[src/rtl/seq_alu_defs.sv]
// -----------------------------------------------------------------------------
// seq_alu_defs
// Shared definitions for the registered Hack-style ALU (seq_alu) and its
// combinational core (alu_core_w).
//   - state_t       : FSM encoding, ST_IDLE / ST_MUL
//   - DEFAULT_WIDTH : default operand/result width
// -----------------------------------------------------------------------------
package seq_alu_defs;

   typedef enum logic {
      ST_IDLE = 1'b0,
      ST_MUL  = 1'b1
   } state_t;

   localparam int DEFAULT_WIDTH = 16;

endpackage : seq_alu_defs

[src/rtl/alu_core_w.sv]
// -----------------------------------------------------------------------------
// alu_core_w
// Purely combinational Hack ALU function at generic WIDTH.
// Ports:
//   x, y                  in   WIDTH  operands
//   zx, nx, zy, ny, f, no in   1      Hack control bits
//   a, b                  out  WIDTH  preprocessed operands (zero/negate applied)
//   r_out                 out  WIDTH  final result (after optional inversion)
//   carry                 out  1      carry out of a+b when f=1, else 0
// -----------------------------------------------------------------------------
module alu_core_w #(
   parameter int WIDTH = 16
) (
   input  logic [WIDTH-1:0] x,
   input  logic [WIDTH-1:0] y,
   input  logic             zx,
   input  logic             nx,
   input  logic             zy,
   input  logic             ny,
   input  logic             f,
   input  logic             no,
   output logic [WIDTH-1:0] a,
   output logic [WIDTH-1:0] b,
   output logic [WIDTH-1:0] r_out,
   output logic             carry
);

   logic [WIDTH-1:0] x_z;
   logic [WIDTH-1:0] y_z;
   logic [WIDTH:0]   sum;
   logic [WIDTH-1:0] r;

   assign x_z = zx ? '0 : x;
   assign y_z = zy ? '0 : y;
   assign a   = nx ? ~x_z : x_z;
   assign b   = ny ? ~y_z : y_z;

   // One extra bit on the adder so the carry falls out of the same sum.
   assign sum   = {1'b0, a} + {1'b0, b};
   assign r     = f ? sum[WIDTH-1:0] : (a & b);
   assign r_out = no ? ~r : r;
   assign carry = f & sum[WIDTH];

endmodule : alu_core_w

[src/rtl/seq_alu.sv]
// -----------------------------------------------------------------------------
// seq_alu
// Registered successor to the Hack ALU. Single-cycle Hack operations (latency
// 1, back-to-back accepted) plus a shift-add multiply taking WIDTH steps.
// Ports:
//   clock                 in   1      system clock, rising edge
//   reset                 in   1      asynchronous, active-high
//   start                 in   1      request, sampled only in IDLE
//   x, y                  in   WIDTH  operands (two's complement)
//   zx, nx, zy, ny, f, no in   1      Hack control bits
//   mul                   in   1      1 = multiply (f ignored)
//   out                   out  WIDTH  registered result
//   zr, ng, cy            out  1      registered zero / negative / carry flags
//   busy                  out  1      multiply in progress
//   done                  out  1      one-cycle pulse, result valid from then on
// -----------------------------------------------------------------------------
module seq_alu
   import seq_alu_defs::*;
#(
   parameter int WIDTH = DEFAULT_WIDTH,
   parameter int CNTW  = $clog2(WIDTH + 1)
) (
   input  logic             clock,
   input  logic             reset,
   input  logic             start,
   input  logic [WIDTH-1:0] x,
   input  logic [WIDTH-1:0] y,
   input  logic             zx,
   input  logic             nx,
   input  logic             zy,
   input  logic             ny,
   input  logic             f,
   input  logic             no,
   input  logic             mul,
   output logic [WIDTH-1:0] out,
   output logic             zr,
   output logic             ng,
   output logic             cy,
   output logic             busy,
   output logic             done
);

   state_t           state_q, state_d;
   logic [CNTW-1:0]  cnt_q, cnt_d;
   logic [WIDTH-1:0] mcand_q, mcand_d;
   logic [WIDTH-1:0] mplier_q, mplier_d;
   logic [WIDTH-1:0] acc_q, acc_d;
   logic             lno_q, lno_d;
   logic [WIDTH-1:0] out_d;
   logic             zr_d, ng_d, cy_d, done_d;

   logic [WIDTH-1:0] core_a, core_b, core_r;
   logic             core_carry;
   logic [WIDTH-1:0] acc_step;

   alu_core_w #(.WIDTH(WIDTH)) u_core (
      .x     (x),
      .y     (y),
      .zx    (zx),
      .nx    (nx),
      .zy    (zy),
      .ny    (ny),
      .f     (f),
      .no    (no),
      .a     (core_a),
      .b     (core_b),
      .r_out (core_r),
      .carry (core_carry)
   );

   // busy is a pure decode of the registered state, so it is glitch-free.
   assign busy = (state_q == ST_MUL);

   // Accumulator value after this cycle's shift-add step.
   assign acc_step = mplier_q[0] ? (acc_q + mcand_q) : acc_q;

   always_comb begin
      // NOTE: every signal gets a hold/default value first so no path leaves
      // it unassigned; otherwise a latch would be inferred.
      state_d  = state_q;
      cnt_d    = cnt_q;
      mcand_d  = mcand_q;
      mplier_d = mplier_q;
      acc_d    = acc_q;
      lno_d    = lno_q;
      out_d    = out;
      cy_d     = cy;
      done_d   = 1'b0;

      case (state_q)
         ST_IDLE: begin
            if (start) begin
               if (mul) begin
                  state_d  = ST_MUL;
                  mcand_d  = core_a;
                  mplier_d = core_b;
                  acc_d    = '0;
                  cnt_d    = '0;
                  lno_d    = no;
               end else begin
                  out_d  = core_r;
                  cy_d   = core_carry;
                  done_d = 1'b1;
               end
            end
         end

         ST_MUL: begin
            acc_d    = acc_step;
            mcand_d  = mcand_q << 1;
            mplier_d = mplier_q >> 1;
            cnt_d    = cnt_q + CNTW'(1);
            if (cnt_d == CNTW'(WIDTH)) begin
               out_d   = lno_q ? ~acc_step : acc_step;
               cy_d    = 1'b0;
               done_d  = 1'b1;
               state_d = ST_IDLE;
            end
         end

         default: state_d = ST_IDLE;
      endcase

      // Flags always follow the value being written to out.
      zr_d = (out_d == '0);
      ng_d = out_d[WIDTH-1];
   end

   // NOTE: the multiply datapath registers are reset along with the control
   // state so an aborted multiply leaves no stale partial product behind.
   always_ff @(posedge clock or posedge reset) begin
      if (reset) begin
         state_q  <= ST_IDLE;
         cnt_q    <= '0;
         mcand_q  <= '0;
         mplier_q <= '0;
         acc_q    <= '0;
         lno_q    <= 1'b0;
         out      <= '0;
         zr       <= 1'b1;
         ng       <= 1'b0;
         cy       <= 1'b0;
         done     <= 1'b0;
      end else begin
         // NOTE: non-blocking assignments so every register samples the
         // pre-edge values of the others, independent of statement order.
         state_q  <= state_d;
         cnt_q    <= cnt_d;
         mcand_q  <= mcand_d;
         mplier_q <= mplier_d;
         acc_q    <= acc_d;
         lno_q    <= lno_d;
         out      <= out_d;
         zr       <= zr_d;
         ng       <= ng_d;
         cy       <= cy_d;
         done     <= done_d;
      end
   end

endmodule : seq_alu

[config.mk]
export PLATFORM = sky130hd
export DESIGN_NAME = seq_alu
export DESIGN_NICKNAME = d
export VERILOG_FILES = /design/src/rtl/seq_alu_defs.sv /design/src/rtl/alu_core_w.sv /design/src/rtl/seq_alu.sv
export SDC_FILE = /design/constraint.sdc
export NUM_CORES = 1
export LEC_CHECK = 0
export ABC_AREA = 1
export BUFFER_PORTS_ARGS = -buffer_cell sky130_fd_sc_hd__buf_2
export CAP_MARGIN = 20
export CORE_ASPECT_RATIO = 0.5
export CORE_MARGIN = 3
export CORE_UTILIZATION = 55
export CTS_CLUSTER_DIAMETER = 100
export DETAILED_ROUTE_END_ITERATION = 8
export GPL_TIMING_DRIVEN = 0
export PLACE_DENSITY = 0.78
export SETUP_SLACK_MARGIN = 0.15
export SLEW_MARGIN = 20
export SYNTH_ARGS = -nofsm -noshare
export SYNTH_HDL_FRONTEND = slang
export SYNTH_SLANG_ARGS = --single-unit
export TNS_END_PERCENT = 5
[constraint.sdc]
create_clock -name clock -period 2.6 [get_ports clock]
set_input_delay 0.52 -clock clock [delete_from_list [all_inputs] [get_ports clock]]
set_output_delay 0.52 -clock clock [all_outputs]
set_load 0.005 [all_outputs]
==> results of run 1 <==
-- worst max path at each step --
stage | from | to | slack (ns) | depth (start not counted)
floorplan | zx | zr | -0.24 | 21
global placement | zy | zr | -0.88 | 22
detailed placement | zy | zr | -0.92 | 22
CTS | zx | zr | -0.28 | 22
global route | zy | zr | -0.49 | 22
finish | zx | out[1] | -0.35 | 21
-- per-stage QoR --
step | utilization [%] | instances | setup WS (ns)
floorplan | - | 1016 | -0.244
global placement | 63.2 | 1234 | -0.880
detailed placement | 63.4 | 1235 | -0.915
CTS | 68.9 | 1267 | -0.284
global route | 70.2 | 1271 | -0.487
finish | 70.2 | 1271 | -0.353
-- layout make-up --
class / count / area (um^2) / share of cell area, %
flip-flops and latches: 74 / 1850 / 23.0
multi-input cells: 783 / 4490 / 55.7
inverters: 118 / 458 / 5.68
clock inverters: 6 / 91.3 / 1.13
clock buffers: 10 / 229 / 2.84
repair buffers: 80 / 479 / 5.95
well taps: 159 / 199 / 2.47
plain buffers: 41 / 260 / 3.23
-- flip-flops by register name, indices dropped and copies added, names as in the netlist --
name	count
acc_q	16
busy	1
cnt_q	5
cy	1
done	1
lno_q	1
mcand_q	16
mplier_q	16
ng	1
out	15
zr	1
-- metal layers --
layer,global-route usage [%],vias to the layer above,wire (um)
li1,-,3484,-
met1,44.5,3394,9580
met2,47.0,359,9100
met3,6.01,41,2000
met4,8.21,0,437
met5,0,-,0
-- kinds of logic (layout without fill, tap and decap cells) --
| group | count (synthesis) | in the layout | synth area share [%] |
|---|---|---|---|
| AND/OR/NAND/NOR | 565 | 565 | 38.1 |
| buffers and inverters | 159 | 255 | 10.3 |
| AO/OA/AOI/OAI | 153 | 153 | 13.6 |
| flip-flops | 74 | 74 | 27.4 |
| adder cells (fa/ha/maj) | 34 | 34 | 6.52 |
| XOR/XNOR | 31 | 31 | 4.02 |
-- synthesized netlist by cell type, drive strengths merged --
| master | count |
|---|---|
| o311ai | 1 |
| o21ai | 51 |
| xor2 | 27 |
| nand4 | 6 |
| a31oi | 1 |
| nor2 | 52 |
| a21oi | 49 |
| dfstp | 1 |
| nand3 | 119 |
| ha | 32 |
| a21o | 1 |
| o22ai | 13 |
| nand2 | 370 |
| nor3 | 2 |
| clkbuf | 22 |
| or2 | 8 |
| fa | 2 |
| buf | 19 |
| nor2b | 1 |
| a22o | 2 |
| o221ai | 2 |
| o31ai | 1 |
| o211ai | 31 |
| inv | 118 |
| nor3b | 2 |
| xnor2 | 4 |
| dfrtp | 73 |
| nand3b | 5 |
| o21a | 1 |
-- power by group --
part	internal, mW	switching (mW)
clock network	0.844	0.514
registers	1.64	0.430
logic	1.64	2.75
total	4.12	3.69
-- timing repair --
item	in CTS	in global routing
setup buffers	16	4
setup endpoints to repair	15	15
gates resized for setup	46	24
pin swaps	16	20
==> metrics.yaml, run 1 <==
die:
  num_io_pins: 63
  placementRows: 27
  core_area_mm2: 0.0115
  die_w_um: 163
  start_util_pct: 58.8
  die_y_um: 84.4
  dieArea_mm2: 0.0137
worst_setup_path:
  endpoint_kind: "flop"
  r2r-end: "zr"
  crit_buf_inv: 12
  crit_type: "in2reg"
  arrival_ns: 3.22
  slowest_stage: "fa_2"
  path_cells: "buf_6 -> inv_4 -> buf_6 -> buf_8 -> nand2_4 -> xor2_2 -> ha_2 -> inv_2 -> fa_2 -> o21ai_4 -> nand2_1 -> nand2_1 -> o221ai_1 -> nand3_1 -> buf_4 -> buf_4 -> buf_4 -> buf_4 -> buf_4 -> buf_4 -> inv_1"
  crit_fanout: 8
  critPathMaxStageDelay_ns: 0.58
  r2r_slack_ns: -0.15
  rr_worst_depth: 18
  cp_top_family: "buffers and inverters"
  crit_top_cell: "buf_4"
  crit_required_ns: 2.87
  reg2reg_from: "mcand_q[0]"
  cp-start-kind: "input port"
logic_synthesis:
  netlist.top_cell.by_area: "dfrtp_1"
  synthCells: 1016
  synth.distinct_cells: 44
  syn_area_per_cell_um2: 6.65
  yosysWarnings: 0
  yosys-top-cells-area: "dfrtp_1, nand2_1, nand3_1, ha_1, inv_1"
  syn-cell-area_mm2: 0.00675
  syn_nets: 1092
  synth_top_area_share_pct: 27.0
  ys_ff_latch: 74
  yosysSeqAreaShare_pct: 27.4
min_path:
  hp-class: "in2async"
timing:
  finalCriticalPeriod_ns: 2.95
  fmax_mhz: 339
  holdWs_ns: 0.185
  worst_slew_pin_slew_ns: 0.672
  period_share_pct: 114
  slew_headroom_pct: 55.2
  final.setup_skew_ns: 0.00907
  finalSetupViolCount: 3
  setup_ws_ns: -0.353
  timing.setup.tns_ns: -0.675
  hold_violations: 0
  slew_violations: 0
  rsz0062_at_grt: "true"
finish:
  drive_gt1_share_pct: 23.4
  finalNetCount: 1183
  layout_commonest_cell: "nand2_1"
  fin_area_mm2: 0.00806
  syn_to_final_growth_pct: 19.3
  layout_common_cells: "nand2_1, inv_1, nand3_1, dfrtp_1, buf_2"
  fillerInstances: 972
  diodes: 0
power_and_ir_drop:
  power_density_mw_per_mm2: 969
  power_mw: 7.81
  vdd_ir_drop_max_v: 0.000569
  p_leak_nw: 4.04
grt:
  grt_overflow: 0
  grt_start_max_net_pins: 44
  grt_pass1_wl_mm: 33.8
  grt_antenna_before_repair: 0
  grt_pass1_vias: 6670
  grt_use_total_pct: 30.7
placed_design:
  place_congestion: 0.984
  place_hpwl_mm: 16.0
  placed_cell_area_mm2: 0.00729
  io_buffers: 59
status:
  outcome: "complete, but fails checks"
  violations: "setup timing"
routing:
  drt_wl_total_mm: 21.1
  drc: 0
  ant_nets: 0
  wl_per_cell_um: 16.6
  via_per_inst: 5.73
  vias: 7278
  firstDrtPassIters: 5
  drt_iter0_markers: 865
clocking:
  clk_latency_ns: 0.34
  cts_tree: "done"
  root_buffer: "clkbuf_16"
  cts_sinks: 74
  cts_buffers: 9
  h-tree-depth: 3
  cts_hold_buf: 0
  clk_path_buf_depth: 2
  clk_pin_slew_ns: 0.06
flow_run:
  drv_cap: 0
No activity file was read; power rests on OpenSTA's default activity.
==> run 2, diff against run 1 <==
Settings changed: CORE_UTILIZATION 55 to 30, PLACE_DENSITY 0.78 to unset.
==> run 2 against run 1 <==
  * Routed wire length rose by 1.1%
  * Critical path type unchanged
  * Sequential share of layout area fell by 0.30 points
  * First-iteration DRC count fell by 28%
  * Core utilization fell by 33 points
  * Register-to-register slack barely moved
  * Critical path depth rose by 1
  * Global-route usage fell by 13 points
  * The flow still finishes with violations (setup timing)
  * Cell area rose by 1.3%
  * Flip-flop and latch count did not move
==> metrics.yaml, run 2 (synthesized netlist as in run 1, its figures left out) <==
power_and_ir_drop:
  p_switching_mw: 3.62
  swShare_pct: 48.4
  seqPwrFrac_pct: 27.4
  power_mw: 7.47
  vdd_ir_drop_max_v: 0.000347
  p_leak_nw: 4.02
  intPower_mw: 3.86
  power_density_mw_per_mm2: 916
  clkPwrFrac_pct: 16.3
  comb_power_share_pct: 56.3
finish:
  ff_latch_area_mm2: 0.00185
  diodes: 0
  fillerInstances: 2348
  post_layout_nonfiller_instances: 1409
  layout_common_cells: "nand2_1, inv_1, nand3_1, dfrtp_1, buf_2"
  drive_gt1_share_pct: 23.3
  finalNetCount: 1180
  largest_registers: "acc_q: 16 flops, mcand_q: 16 flops, mplier_q: 16 flops"
  layout_commonest_cell: "nand2_1"
  multi_input_area_mm2: 0.00449
  syn_to_final_growth_pct: 20.9
  final_util_pct: 37.3
worst_setup_path:
  cp_top_family: "simple AND/OR/NAND/NOR gates"
  crit_required_ns: 2.88
  endpoint_kind: "flop"
  crit_type: "in2reg"
  crit_fanout: 7
  cp-start-kind: "input port"
  arrival_ns: 3.33
  crit_top_cell: "nor2_1"
  path_cells: "buf_6 -> inv_2 -> buf_6 -> buf_8 -> nand2_4 -> xor2_2 -> ha_2 -> inv_2 -> fa_2 -> xor2_1 -> nand2_1 -> o21ai_2 -> xor2_2 -> nor2_1 -> o211ai_1 -> nor2_1 -> nand3_1 -> nor2_1 -> nand3_2 -> nor2_2 -> nand3_1 -> nor2_1"
  critPathMaxStageDelay_ns: 0.40
  crit_buf_inv: 5
  slowest_stage: "fa_2"
grt:
  grt-busiest-layer: "met2"
  gr-usage-met2_pct: 28.1
  met3_usage_pct: 4.06
  grt_pass1_wl_mm: 34.4
  grt_antenna_before_repair: 0
  grt_overflow: 0
  grt_use_total_pct: 17.6
  use_met1_pct: 24.7
  grt_start_max_net_pins: 42
  grt_pass1_vias: 6677
die:
  die_w_um: 218
  num_io_pins: 63
  placementRows: 38
  die_y_um: 112
  core_area_mm2: 0.0219
  dieArea_mm2: 0.0245
  start_util_pct: 30.9
clocking:
  root_buffer: "clkbuf_16"
  cts_hold_buf: 0
  cts_tree: "done"
  h-tree-depth: 3
  cts_sinks: 74
  cts_buffers: 9
  clk_pin_slew_ns: 0.06
  clk_path_buf_depth: 2
  clk_latency_ns: 0.35
timing:
  worst_slew_pin_slew_ns: 0.686
  hold_violations: 0
  slew_headroom_pct: 54.3
  finalSetupViolCount: 5
  finalCriticalPeriod_ns: 3.05
  setup_ws_ns: -0.447
  period_share_pct: 117
  fmax_mhz: 328
  final.setup_skew_ns: 0.00842
  rsz0062_at_grt: "true"
  slew_violations: 0
  holdWs_ns: 0.216
status:
  outcome: "complete, but fails checks"
  violations: "setup timing"
min_path:
  hp-class: "in2async"
routing:
  wl_per_cell_um: 15.1
  via_per_inst: 4.93
  drt_iter0_markers: 622
  drc: 0
  vias: 6940
  firstDrtPassIters: 6
  ant_nets: 0
  drt_wl_total_mm: 21.3
flow_run:
  drv_cap: 0
placed_design:
  place_hpwl_mm: 16.9
  numPlacedInstances: 1376
  io_buffers: 59
  place_congestion: 0.934
[run 2: changes by cell type in the layout (fill, tap and decap cells not counted), sizes merged]
cell	previous run	this run
inv	118	119
clkbuf	32	33
clkinv	4	3
buf	99	96
bufinv	2	0
clkinvlp	0	1
[run 2: worst paths after layout]
kind	cells after the start	endpoint	slack, ns	start
max in group asynchronous	3	zr	1.72	reset
hold reg to reg	2	mplier_q[2]	0.50	mplier_q[3]
hold / removal	2	acc_q[14]	0.22	reset
setup / recovery	22	zr	-0.45	zx
setup reg to reg	17	zr	-0.16	mcand_q[0]
min in group clock	2	mplier_q[2]	0.50	mplier_q[3]
[run 2: layer usage]
| layer | share of wire (%) | vias up |
|---|---|---|
| met5 | 0 | - |
| met4 | 1.3 | 0 |
| met3 | 6.0 | 19 |
| met2 | 45 | 178 |
| met1 | 48 | 3269 |
| li1 | - | 3474 |
[run 2: stage by stage]
step / TNS [ns] / area, um^2 / worst slack, ns
3_5_place_dp: -6.92 / 7460 / -1.04
6_report: -0.687 / 8160 / -0.447
3_3_place_gp: -67.47 / 7430 / -1.04
2_1_floorplan: -0.244 / 6760 / -0.244
5_1_grt: -1.97 / 8160 / -0.570
4_1_cts: -0.446 / 7970 / -0.369
[run 2: what timing repair did]
action / in CTS / in global routing
endpoints found under the setup margin: 14 / 17
setup buffers: 8 / 9
pin swaps: 15 / 19
resized for setup: 39 / 26
[run 2: area by class of cell]
class	instances	share of cell area [%]
buffer	41	3.19
clock buffer	11	2.97
clock inverter	5	0.475
inverter	118	5.55
multi-input combinational	783	55.0
sequential	74	22.7
tap	300	4.60
timing repair buffer	77	5.50
[run 2: power by group through the flow]
| stage | sequential, mW | combinational (mW) | clock [mW] |
|---|---|---|---|
| finish | 2.05 | 4.21 | 1.22 |
| detailed placement | 2.06 | 3.99 | 0 |
| global placement | 2.05 | 3.92 | 0 |
| floorplan | 1.93 | 2.96 | 0 |
| global route | 2.11 | 4.79 | 1.28 |
| CTS | 2.04 | 4.11 | 1.23 |
==> run 3, diff against run 2 <==
Settings changed: ABC_AREA 1 to unset, PLACE_DENSITY set to 0.46.
==> run 3 against run 2 <==
  * The run still ends with setup timing left
  * Non-clock buffer count is 10 higher
  * Clock power is 14% higher
  * Clock skew is 0.0042 ns higher
  * Total power is 5.7% higher
  * Maximum frequency is 10% lower
  * Flip-flop and latch count stayed put
  * Area after synthesis hardly changed
==> metrics.yaml, run 3 <==
status:
  outcome: "complete, but fails checks"
  violations: "setup timing"
routing:
  firstDrtPassIters: 5
  drt_wl_total_mm: 25.1
  vias: 6663
  via_per_inst: 5.52
  drc: 0
  wl_per_cell_um: 20.8
  ant_nets: 0
  drt_iter0_markers: 486
placed_design:
  numPlacedInstances: 1171
  io_buffers: 59
  placed_cell_area_mm2: 0.00762
  place_hpwl_mm: 19.2
  place_congestion: 0.933
  post-place-ws_ns: -1.65
logic_synthesis:
  synth_adder_area_share_pct: 6.52
  synth-xor-area-share_pct: 11.7
  syn_nets: 887
  netlist.top_cell.by_area: "dfrtp_1"
  ys.flop_type: "dfrtp_1"
  synth_top_family_by_area: "simple AND/OR/NAND/NOR gates"
  synth_edf_count: 0
  yosysWarnings: 0
  yosysMostFrequentCell: "nand2_1"
  async_flop_share_pct: 100
  synth.distinct_cells: 75
  synthCells: 811
  yosysSeqAreaShare_pct: 27.4
  synth_compound_area_share_pct: 19.8
  yosys-top-cells-area: "dfrtp_1, mux2i_1, ha_1, xnor2_1, nand2_1"
  syn-cell-area_mm2: 0.00675
  synth_top_area_share_pct: 27.1
  synth_simple_gate_area_share_pct: 22.5
  ys_ff_latch: 74
  ys_top_cells_by_count: "nand2_1, dfrtp_1, o21ai_0"
  syn_area_per_cell_um2: 8.33
  synthMuxAreaShare_pct: 8.06
finish:
  multi_input_area_mm2: 0.00533
  drive_gt1_share_pct: 25.6
  largest_registers: "acc_q: 16 flops, mcand_q: 16 flops, mplier_q: 16 flops"
  layout_commonest_cell: "nand2_1"
  finalNetCount: 978
  post_layout_nonfiller_instances: 1207
  layout_common_cells: "nand2_1, dfrtp_1, o21ai_0, buf_2, mux2i_1"
  ff_latch_area_mm2: 0.00186
  syn_to_final_growth_pct: 29.6
  fillerInstances: 2238
  diodes: 0
  fin_area_mm2: 0.00875
worst_setup_path:
  crit_fanout: 7
  cp-start-kind: "input port"
  endpoint_kind: "flop"
  crit_type: "in2reg"
  arrival_ns: 3.66
  crit_required_ns: 2.87
timing:
  timing.setup.tns_ns: -4.53
  finalSetupViolCount: 15
  final.setup_skew_ns: 0.0126
  hold_violations: 0
  rsz0062_at_grt: "true"
  finalCriticalPeriod_ns: 3.39
  period_share_pct: 130
  fmax_mhz: 295
  worst_slew_pin_slew_ns: 0.958
  slew_headroom_pct: 35.9
  slew_violations: 0
  setup_ws_ns: -0.793
  holdWs_ns: 0.143
die:
  num_io_pins: 63
  dieArea_mm2: 0.0245
  die_w_um: 218
  die_y_um: 112
  start_util_pct: 30.9
  core_area_mm2: 0.0219
  placementRows: 38
power_and_ir_drop:
  p_leak_nw: 3.63
  vdd_ir_drop_max_v: 0.000317
  power_density_mw_per_mm2: 903
clocking:
  h-tree-depth: 3
  clk_pin_slew_ns: 0.07
  cts_sinks: 74
  root_buffer: "clkbuf_16"
  cts_buffers: 9
  clk_latency_ns: 0.34
  cts_tree: "done"
  clk_path_buf_depth: 2
  cts_hold_buf: 0
grt:
  grt_overflow: 0
  grt_pass1_wl_mm: 38.7
  grt_use_total_pct: 20.5
  grt_start_max_net_pins: 53
  grt_antenna_before_repair: 0
  grt_pass1_vias: 6319
flow_run:
  drv_cap: 0
min_path:
  hp-class: "in2async"
-- run 3: path summary, 6_finish.rpt --
path	start	endpoint	slack, ns	cells after the start
worst max register to register	mcand_q[0]	zr	-0.71	12
max in group asynchronous	reset	zr	1.80	3
worst min-delay path	reset	mcand_q[3]	0.14	2
worst max-delay path	zy	zr	-0.79	17
min in group clock	mplier_q[14]	mplier_q[13]	0.49	2
worst min register to register	mplier_q[14]	mplier_q[13]	0.49	2
-- run 3: critical path: stages --
cell,delay (ns)
buf_12,0.11
buf_8,0.12
nand2b_4,0.15
xnor2_4,0.19
ha_4,0.18
inv_2,0.04
fa_2,0.51
nor2b_1,0.05
a21oi_2,0.14
xnor2_2,0.11
a211oi_2,0.28
a31oi_2,0.10
a2111oi_4,0.39
o311ai_2,0.17
nor4_2,0.33
nand4_1,0.15
nor3_2,0.12
-- run 3: cells by family (layout without fill, tap and decap cells) --
kind of cell / count (synthesis) / in the layout
fa+ha+maj: 34 / 34
xor+xnor: 82 / 82
buf+inv: 69 / 165
mux: 54 / 54
simple gates: 294 / 294
flops: 74 / 74
compound gates: 204 / 204
-- run 3: routing by layer --
metal  part of all wire [%]  GRT usage [%]  routed length (um)  up-vias
met5                      0              0                   0        -
met4                   0.79           2.91                 197        0
met3                    5.4           3.19                1350       19
met2                     43           31.1               10900      183
met1                     50           31.3               12600     3350
li1                       -              -                   -     3111
-- run 3: what timing repair did --
item | 4_1_cts | 5_1_grt
gates cloned | 1 | 0
setup endpoints to repair | 53 | 44
setup buffers | 10 | 9
gates resized for setup | 78 | 56
pin swaps | 15 | 29
-- run 3: layout make-up --
type	count	area share [%]
well taps	300	4.29
inverters	21	0.930
clock inverters	6	1.02
plain buffers	48	3.23
clock buffers	10	2.62
multi-input cells	668	60.9
flip-flops and latches	74	21.2
repair buffers	80	5.76
-- run 3: report_power, final --
group	internal [mW]	leakage [nW]	total (mW)	switching (mW)
clock	0.844	0.149	1.39	0.543
sequential	1.59	0.947	2.03	0.437
combinational	1.83	2.53	4.49	2.65
total	4.27	3.63	7.90	3.63
-- run 3: metrics by stage --
stage / power [mW] / util (%)
2_1_floorplan: 4.51 / -
3_3_place_gp: 5.74 / 34.7
3_5_place_dp: 5.79 / 34.9
4_1_cts: 7.52 / 38.3
5_1_grt: 8.42 / 40.0
6_report: 7.90 / 40.0
